File: src/rtl/cache_refill_arbiter_if.sv
// -----------------------------------------------------------------------------
// cache_refill_arbiter_if
// AXI4 read-address / read-data channel bundle used by the cache refill arbiter.
//   master : arbiter side (drives AR payload, arvalid, rready)
//   slave  : memory / interconnect side (drives arready and the R channel)
// Signals:
//   arid[3:0], araddr[31:0], arlen[7:0], arsize[2:0], arburst[1:0],
//   arvalid, arready, rid[3:0], rdata[31:0], rresp[1:0], rlast, rvalid, rready
// -----------------------------------------------------------------------------
interface cache_refill_arbiter_if;
   logic [3:0]  arid;
   logic [31:0] araddr;
   logic [7:0]  arlen;
   logic [2:0]  arsize;
   logic [1:0]  arburst;
   logic        arvalid;
   logic        arready;
   logic [3:0]  rid;
   logic [31:0] rdata;
   logic [1:0]  rresp;
   logic        rlast;
   logic        rvalid;
   logic        rready;

   modport master (
      output arid, araddr, arlen, arsize, arburst, arvalid, rready,
      input  arready, rid, rdata, rresp, rlast, rvalid
   );

   modport slave (
      input  arid, araddr, arlen, arsize, arburst, arvalid, rready,
      output arready, rid, rdata, rresp, rlast, rvalid
   );
endinterface

File: src/rtl/cache_refill_arbiter.sv
// -----------------------------------------------------------------------------
// cache_refill_arbiter
// Shares one AXI4 read channel between the icache and dcache refill ports.
// A miss request is turned into a single LINE_BEATS x 32-bit INCR burst; the
// beats are assembled into a line buffer and the winning cache receives a
// one-cycle reload pulse. Only one burst is outstanding at a time.
//
// Ports:
//   clk, resetn                 clock, synchronous active-low reset
//   icache_rd_req/rd_addr       icache miss request (held until serviced)
//   icache_reload               one-cycle line-valid pulse to icache
//   icache_cacheline_new        refilled line (continuously driven from buffer)
//   dcache_*                    same set for the dcache
//   axi (master modport)        AXI4 AR/R channel
//
// Build option:
//   REFILL_RR_ARB_EN  defined   -> round-robin arbitration between the caches
//                     undefined -> fixed priority, dcache wins
// -----------------------------------------------------------------------------
module cache_refill_arbiter #(
   parameter int          LINE_BEATS = 16,
   parameter logic [3:0]  ICACHE_ID  = 4'd0,
   parameter logic [3:0]  DCACHE_ID  = 4'd1
) (
   input  logic                       clk,
   input  logic                       resetn,
   input  logic                       icache_rd_req,
   input  logic [31:0]                icache_rd_addr,
   output logic                       icache_reload,
   output logic [LINE_BEATS*32-1:0]   icache_cacheline_new,
   input  logic                       dcache_rd_req,
   input  logic [31:0]                dcache_rd_addr,
   output logic                       dcache_reload,
   output logic [LINE_BEATS*32-1:0]   dcache_cacheline_new,
   cache_refill_arbiter_if.master     axi
);
   localparam int CNT_W = $clog2(LINE_BEATS);
   localparam int OFS_W = CNT_W + 2;
   // clears the byte offset inside the line
   localparam logic [31:0] LINE_MASK = ~((32'd1 << OFS_W) - 32'd1);

   typedef enum logic [1:0] {IDLE, AR, R, DONE} state_t;

   state_t             state_reg, state_next;
   logic               winner_dcache_reg;
   logic               grant_dcache;
   logic               any_req;
   logic [31:0]        araddr_reg;
   logic [3:0]         arid_reg;
   logic [CNT_W-1:0]   beat_cnt_reg;
   logic [31:0]        line_words_reg [LINE_BEATS];
   logic [LINE_BEATS*32-1:0] line_flat;
   logic               unused_rsp;

   // rid/rresp are deliberately not inspected
   assign unused_rsp = ^{axi.rid, axi.rresp};

   assign any_req = icache_rd_req | dcache_rd_req;

`ifdef REFILL_RR_ARB_EN
   // 1 = dcache was granted most recently
   logic last_grant_reg;

   always_ff @(posedge clk) begin
      if (!resetn)
         last_grant_reg <= 1'b0;
      else if (state_reg == IDLE && any_req)
         last_grant_reg <= grant_dcache;
   end

   always_comb begin
      grant_dcache = dcache_rd_req;
      if (icache_rd_req && dcache_rd_req)
         grant_dcache = ~last_grant_reg;
   end
`else
   always_comb begin
      grant_dcache = dcache_rd_req;
   end
`endif

   // state register
   always_ff @(posedge clk) begin
      if (!resetn)
         state_reg <= IDLE;
      else
         state_reg <= state_next;
   end

   // next-state and handshake outputs
   always_comb begin
      state_next    = state_reg;
      axi.arvalid   = 1'b0;
      axi.rready    = 1'b0;
      icache_reload = 1'b0;
      dcache_reload = 1'b0;
      case (state_reg)
         IDLE: begin
            if (any_req)
               state_next = AR;
         end
         AR: begin
            axi.arvalid = 1'b1;
            if (axi.arready)
               state_next = R;
         end
         R: begin
            axi.rready = 1'b1;
            // rlast ends the burst even if fewer than LINE_BEATS beats arrived
            if (axi.rvalid && axi.rlast)
               state_next = DONE;
         end
         DONE: begin
            icache_reload = ~winner_dcache_reg;
            dcache_reload = winner_dcache_reg;
            state_next    = IDLE;
         end
         default: state_next = IDLE;
      endcase
   end

   // request latch, beat counter and line buffer
   always_ff @(posedge clk) begin
      if (!resetn) begin
         winner_dcache_reg <= 1'b0;
         araddr_reg        <= 32'd0;
         arid_reg          <= 4'd0;
         beat_cnt_reg      <= '0;
         for (int i = 0; i < LINE_BEATS; i++)
            line_words_reg[i] <= 32'd0;
      end else begin
         if (state_reg == IDLE && any_req) begin
            winner_dcache_reg <= grant_dcache;
            araddr_reg        <= (grant_dcache ? dcache_rd_addr : icache_rd_addr) & LINE_MASK;
            arid_reg          <= grant_dcache ? DCACHE_ID : ICACHE_ID;
         end
         if (state_reg == AR && axi.arready)
            beat_cnt_reg <= '0;
         if (state_reg == R && axi.rvalid) begin
            line_words_reg[beat_cnt_reg] <= axi.rdata;
            beat_cnt_reg                 <= beat_cnt_reg + 1'b1;
         end
      end
   end

   // beat 0 lands in the least significant word
   generate
      for (genvar gi = 0; gi < LINE_BEATS; gi++) begin : g_line
         assign line_flat[gi*32 +: 32] = line_words_reg[gi];
      end
   endgenerate

   assign icache_cacheline_new = line_flat;
   assign dcache_cacheline_new = line_flat;

   assign axi.araddr  = araddr_reg;
   assign axi.arid    = arid_reg;
   assign axi.arlen   = 8'(LINE_BEATS - 1);
   assign axi.arsize  = 3'b010;
   assign axi.arburst = 2'b01;
endmodule

File: src/flat_wrapper.sv
// flat-port wrapper written by rule: the top's interface ports become plain ports
module cache_refill_arbiter_flat 
#(
   parameter int          LINE_BEATS = 16,
   parameter logic [3:0]  ICACHE_ID  = 4'd0,
   parameter logic [3:0]  DCACHE_ID  = 4'd1
)
  (clk, resetn, icache_rd_req, icache_rd_addr, icache_reload, icache_cacheline_new, dcache_rd_req, dcache_rd_addr, dcache_reload, dcache_cacheline_new, axi_arid, axi_araddr, axi_arlen, axi_arsize, axi_arburst, axi_arvalid, axi_rready, axi_arready, axi_rid, axi_rdata, axi_rresp, axi_rlast, axi_rvalid);
  cache_refill_arbiter_if axi_i ();
  input  logic clk;
  input  logic resetn;
  input  logic icache_rd_req;
  input  logic [31:0] icache_rd_addr;
  output logic icache_reload;
  output logic [LINE_BEATS*32-1:0] icache_cacheline_new;
  input  logic dcache_rd_req;
  input  logic [31:0] dcache_rd_addr;
  output logic dcache_reload;
  output logic [LINE_BEATS*32-1:0] dcache_cacheline_new;
  output wire logic [$bits(axi_i.arid)-1:0] axi_arid;
  output wire logic [$bits(axi_i.araddr)-1:0] axi_araddr;
  output wire logic [$bits(axi_i.arlen)-1:0] axi_arlen;
  output wire logic [$bits(axi_i.arsize)-1:0] axi_arsize;
  output wire logic [$bits(axi_i.arburst)-1:0] axi_arburst;
  output wire logic [$bits(axi_i.arvalid)-1:0] axi_arvalid;
  output wire logic [$bits(axi_i.rready)-1:0] axi_rready;
  input wire logic [$bits(axi_i.arready)-1:0] axi_arready;
  input wire logic [$bits(axi_i.rid)-1:0] axi_rid;
  input wire logic [$bits(axi_i.rdata)-1:0] axi_rdata;
  input wire logic [$bits(axi_i.rresp)-1:0] axi_rresp;
  input wire logic [$bits(axi_i.rlast)-1:0] axi_rlast;
  input wire logic [$bits(axi_i.rvalid)-1:0] axi_rvalid;
  assign axi_arid = axi_i.arid;
  assign axi_araddr = axi_i.araddr;
  assign axi_arlen = axi_i.arlen;
  assign axi_arsize = axi_i.arsize;
  assign axi_arburst = axi_i.arburst;
  assign axi_arvalid = axi_i.arvalid;
  assign axi_rready = axi_i.rready;
  assign axi_i.arready = axi_arready;
  assign axi_i.rid = axi_rid;
  assign axi_i.rdata = axi_rdata;
  assign axi_i.rresp = axi_rresp;
  assign axi_i.rlast = axi_rlast;
  assign axi_i.rvalid = axi_rvalid;
  cache_refill_arbiter #(.LINE_BEATS(LINE_BEATS), .ICACHE_ID(ICACHE_ID), .DCACHE_ID(DCACHE_ID)) u_core (.clk(clk), .resetn(resetn), .icache_rd_req(icache_rd_req), .icache_rd_addr(icache_rd_addr), .icache_reload(icache_reload), .icache_cacheline_new(icache_cacheline_new), .dcache_rd_req(dcache_rd_req), .dcache_rd_addr(dcache_rd_addr), .dcache_reload(dcache_reload), .dcache_cacheline_new(dcache_cacheline_new), .axi(axi_i));
endmodule
File: config.mk
export PLATFORM = sky130hd
export DESIGN_NAME = cache_refill_arbiter_flat
export DESIGN_NICKNAME = d
export VERILOG_FILES = /design/src/rtl/cache_refill_arbiter_if.sv /design/src/rtl/cache_refill_arbiter.sv /design/src/flat_wrapper.sv
export SDC_FILE = /design/constraint.sdc
export NUM_CORES = 1
export LEC_CHECK = 0
export BUFFER_PORTS_ARGS = -buffer_cell sky130_fd_sc_hd__clkbuf_2
export CAP_MARGIN = 15
export CORE_AREA = 2 2 458 460
export DETAILED_ROUTE_END_ITERATION = 16
export DIE_AREA = 0 0 460 462
export PLACE_DENSITY = 0.3
export SLEW_MARGIN = 20
export SYNTH_ARGS = -nofsm -noshare
export SYNTH_HDL_FRONTEND = slang
export SYNTH_SLANG_ARGS = --single-unit
File: constraint.sdc
create_clock -name clk -period 8.54 [get_ports clk]
set_clock_uncertainty 0.15 [all_clocks]
set_input_delay 1.708 -clock clk [delete_from_list [all_inputs] [get_ports clk]]
set_output_delay 1.708 -clock clk [all_outputs]
set_load 0.01 [all_outputs]
# Yosys cells after proc, flatten, opt, wreduce, memory -nomap -nowiden
# Memories as Yosys holds them, arrays and structs flattened.
# Index checks and enable logic that the tools add are counted.
[classes] n_addsub=1 eq_ne=6 mux=19 n_bitwise=2 reduce_logical=8
[op_table] operator="$mux W32" n=2
[op_table] operator="$reduce_or A32 Y1" n=1
[op_table] operator="$mux W4" n=3
[op_table] operator="$mux W1" n=10
[op_table] operator="$pmux W2 S4" n=1
[op_table] operator="$mux W2" n=3
[op_table] operator="$add A4 B1 Y4 const B" n=1
[op_table] operator="$eq A2 B2 Y1 const B" n=2
[op_table] operator="$logic_and A1 B1 Y1" n=4
[op_table] operator="$ne A2 B1 Y1 const B" n=2
[op_table] operator="$reduce_and A3 Y1" n=1
[op_table] operator="$eq A2 B1 Y1 const B" n=1
[op_table] operator="$logic_not A2 Y1" n=1
[op_table] operator="$ne A2 B2 Y1 const B" n=1
[op_table] operator="$reduce_bool A2 Y1" n=1
[op_table] operator="$not A1 Y1" n=1
[op_table] operator="$or A1 B1 Y1" n=1
[word_totals] ff_bits=37 ram_bits=512 in_bits=109 out_inout_bits=1077 n_memories=1
[memory_table] memory="u_core.line_words_reg" depth=16 width=32 rd=16 rd_ports_with_merged_regs=0 wr=16 line_no="cache_refill_arbiter.sv:51" text="logic [31:0] line_words_reg [LINE_BEATS];"

# Longest topological paths before layout
[depth] depth_word=7 depth_mapped=7 ltp_nobuf=5

# Least setup slack after synthesis
# Ideal clock, no wire load.
[synth_path] path_type="input to register" startpoint="input port resetn" endpoint="memory u_core.line_words_reg[6][0], enable pin" setup_time_ns=0.466 t_arrival_ns=4.419 path_slack_ns=3.506 stages=3 cell_sequence="buf_4 -> nand4_2 -> o21ai_0"
[synth_rtl] item="start, declared" line_no="flat_wrapper.sv:11" text="input logic resetn;"
[synth_rtl] item="end, declared" line_no="cache_refill_arbiter.sv:51"

==> impl_metrics.tcl <==
set metrics [dict create \
    cts_tree "done" \
    row_count 168 \
    grt_pass1_vias 15438 \
    place.gp.congestion 0.793 \
    start_util_pct 12.0 \
    fp.dieW_um 460 \
    clk_latency_ps 690 \
    post_drt_via_cell_ratio 3.05 \
    area_growth_pct 32.4 \
    drc_errors 0 \
    drt_iter0_drc 1399 \
    netlist_area_um2 24900 \
    power.density_nw_per_um2 227 \
    cts.sinks 545 \
    met2_length_um 76800 \
    dpl_cell_area_um2 30200 \
    grt_overflow 0 \
    wl_met1_um 61200 \
    fin_util_pct 15.8 \
    setup_viol_count_final 0 \
    layout_setup_ws_ps 3800 \
    cts_made_buffers 79 \
    multi_input_comb_area_um2 4730 \
    clock.fmax_mhz 211 \
    ant_nets 0 \
    seq_area_um2 16000 \
    synth_top_area_share_pct 61.8 \
    design_area_um2 32900 \
    ys_ff_latch 545 \
    status "complete, no violations" \
    globalRouteTotalUtil_pct 14.2 \
    cts-hold-fix-buffers 0 \
    peakVddDrop_mv 0.137 \
    die-area_um2 213000 \
    crit_fanout 33 \
    crit_arrival_ps 4910 \
    h-tree-depth 3 \
    synthFlopType "edfxtp_1" \
    dp_slack_ps 2920 \
    yosys_warnings 0 \
    top_layer "met4" \
    hold_class "flip-flop to flip-flop" \
    core_um2 208000 \
    grt_pass1_wl_um 189000 \
    num-fill-cells 23049 \
    drive_above_1_share_pct 51.8 \
    root_buffer "clkbuf_16" \
    slew_headroom_pct 28.2 \
    hold_viol 0 \
    synth_cells 1853 \
    critPathRequiredTime_ps 8710 \
    setup_tns_ps 0 \
    cap_violations 0 \
    syn_avg_cell_area_um2 13.4 \
    tightest_slew_ps 1080 \
    critPathKind "input pin to flip-flop" \
    post-dp-hpwl_um 118000 \
    fin_crit_ps 4740 \
    largest_reg_flops 512 \
    dr.pass1.iters 5 \
    ctsResizeCount 0 \
    ioPinCount 1186 \
    ys_types 32 \
    post-cts-setup-buffers 0 \
    cts.clk_slew.worst_paths_ps 60 \
    yosys.area.top_type "edfxtp_1" \
    grt_max_degree 53 \
    synth.area.top_cells "edfxtp_1, buf_4, and2_1, dfxtp_1, clkbuf_1" \
    async_flop_share_pct 0 \
    critPathCaptureType "flip-flop" \
    p_leak_nw 14.3 \
    wl_met3_um 16100 \
    grt_antenna_before_repair 39 \
    start_kind "input pin" \
    nets 2621 \
    num_vias 16228 \
    synth_edf_count 512 \
    ys_seq_area_share_pct 64.5 \
    wl_per_cell_um 29.5 \
    io_buffers 1145 \
    fp.dieH_um 462 \
    wl_um 157000 \
    rsz0062_at_grt "false" \
    final_common_cell "clkbuf_2" \
    p_total_mw 7.47 \
    clk_path_buf_depth 3 \
    slew_violations 0 \
    period_share_pct 55.5 \
    final_cell_mix "clkbuf_2, and2_1, edfxtp_1" \
]
==> report_power, final <==
part | internal, mW | switching, mW | total (mW)
clock | 2.02 | 1.39 | 3.40
combinational | 0.261 | 0.623 | 0.884
sequential | 3.06 | 0.117 | 3.18
total | 5.34 | 2.12 | 7.47
==> layer usage <==
metal / global-route usage, % / vias up
li1: - / 7001
met2: 24.4 / 1014
met1: 16.6 / 8092
met5: 0 / -
met3: 5.20 / 121
met4: 3.53 / 0
==> cell type report <==
cell class / instances / area share (%)
Tap cell: 2720 / 10.3
Multi-Input combinational cell: 689 / 14.4
Clock buffer: 101 / 6.51
Antenna cell: 30 / 0.228
Inverter: 5 / 0.0570
Timing Repair Buffer: 1184 / 18.5
Clock inverter: 44 / 1.38
Sequential cell: 545 / 48.7
==> worst max-delay path, cell delays in order <==
cell and delay [ps]:
buf_4 340, buf_4 570, nand4_2 520, nor3_4 250
buf_4 440, nand2b_2 490, buf_4 460
==> cell families after synthesis <==
| logic type | after synthesis | share of synthesized area [%] |
|---|---|---|
| buf+inv | 639 | 17.9 |
| simple gates | 582 | 14.5 |
| flops | 545 | 64.5 |
| compound gates | 50 | 1.65 |
| mux | 27 | 1.09 |
| fa+ha+maj | 8 | 0.402 |
| other cells | 2 | 0.0302 |
==> metrics by stage <==
step | std cells | hold WS [ps]
5_1_grt | 5292 | 364
6_report | 5318 | 350
3_5_place_dp | 5141 | 335
4_1_cts | 5286 | 350
3_3_place_gp | 5140 | 332
2_1_floorplan | 1873 | 318
==> cells in the mapped netlist (all sizes together), types with 5 or more instances <==
cell type,count
and2,513
buf,550
clkbuf,84
dfxtp,33
edfxtp,512
ha,8
inv,5
mux2i,27
nand2,33
nand2b,6
nor2,13
nor2b,5
o211a,26
o21ai,14
==> path summary, 6_finish.rpt <==
check             slack [ps]                      endpoint             startpoint  cells after the start
hold reg to reg          350         u_core.axi.araddr[16]  u_core.axi.araddr[16]                      1
setup reg to reg        5040  u_core.line_words_reg[2][17]    u_core.state_reg[0]                      8
hold / removal           350         u_core.axi.araddr[16]  u_core.axi.araddr[16]                      1
setup / recovery        3800  u_core.line_words_reg[2][17]                 resetn                      7
No activity file was read; power rests on OpenSTA's default activity.
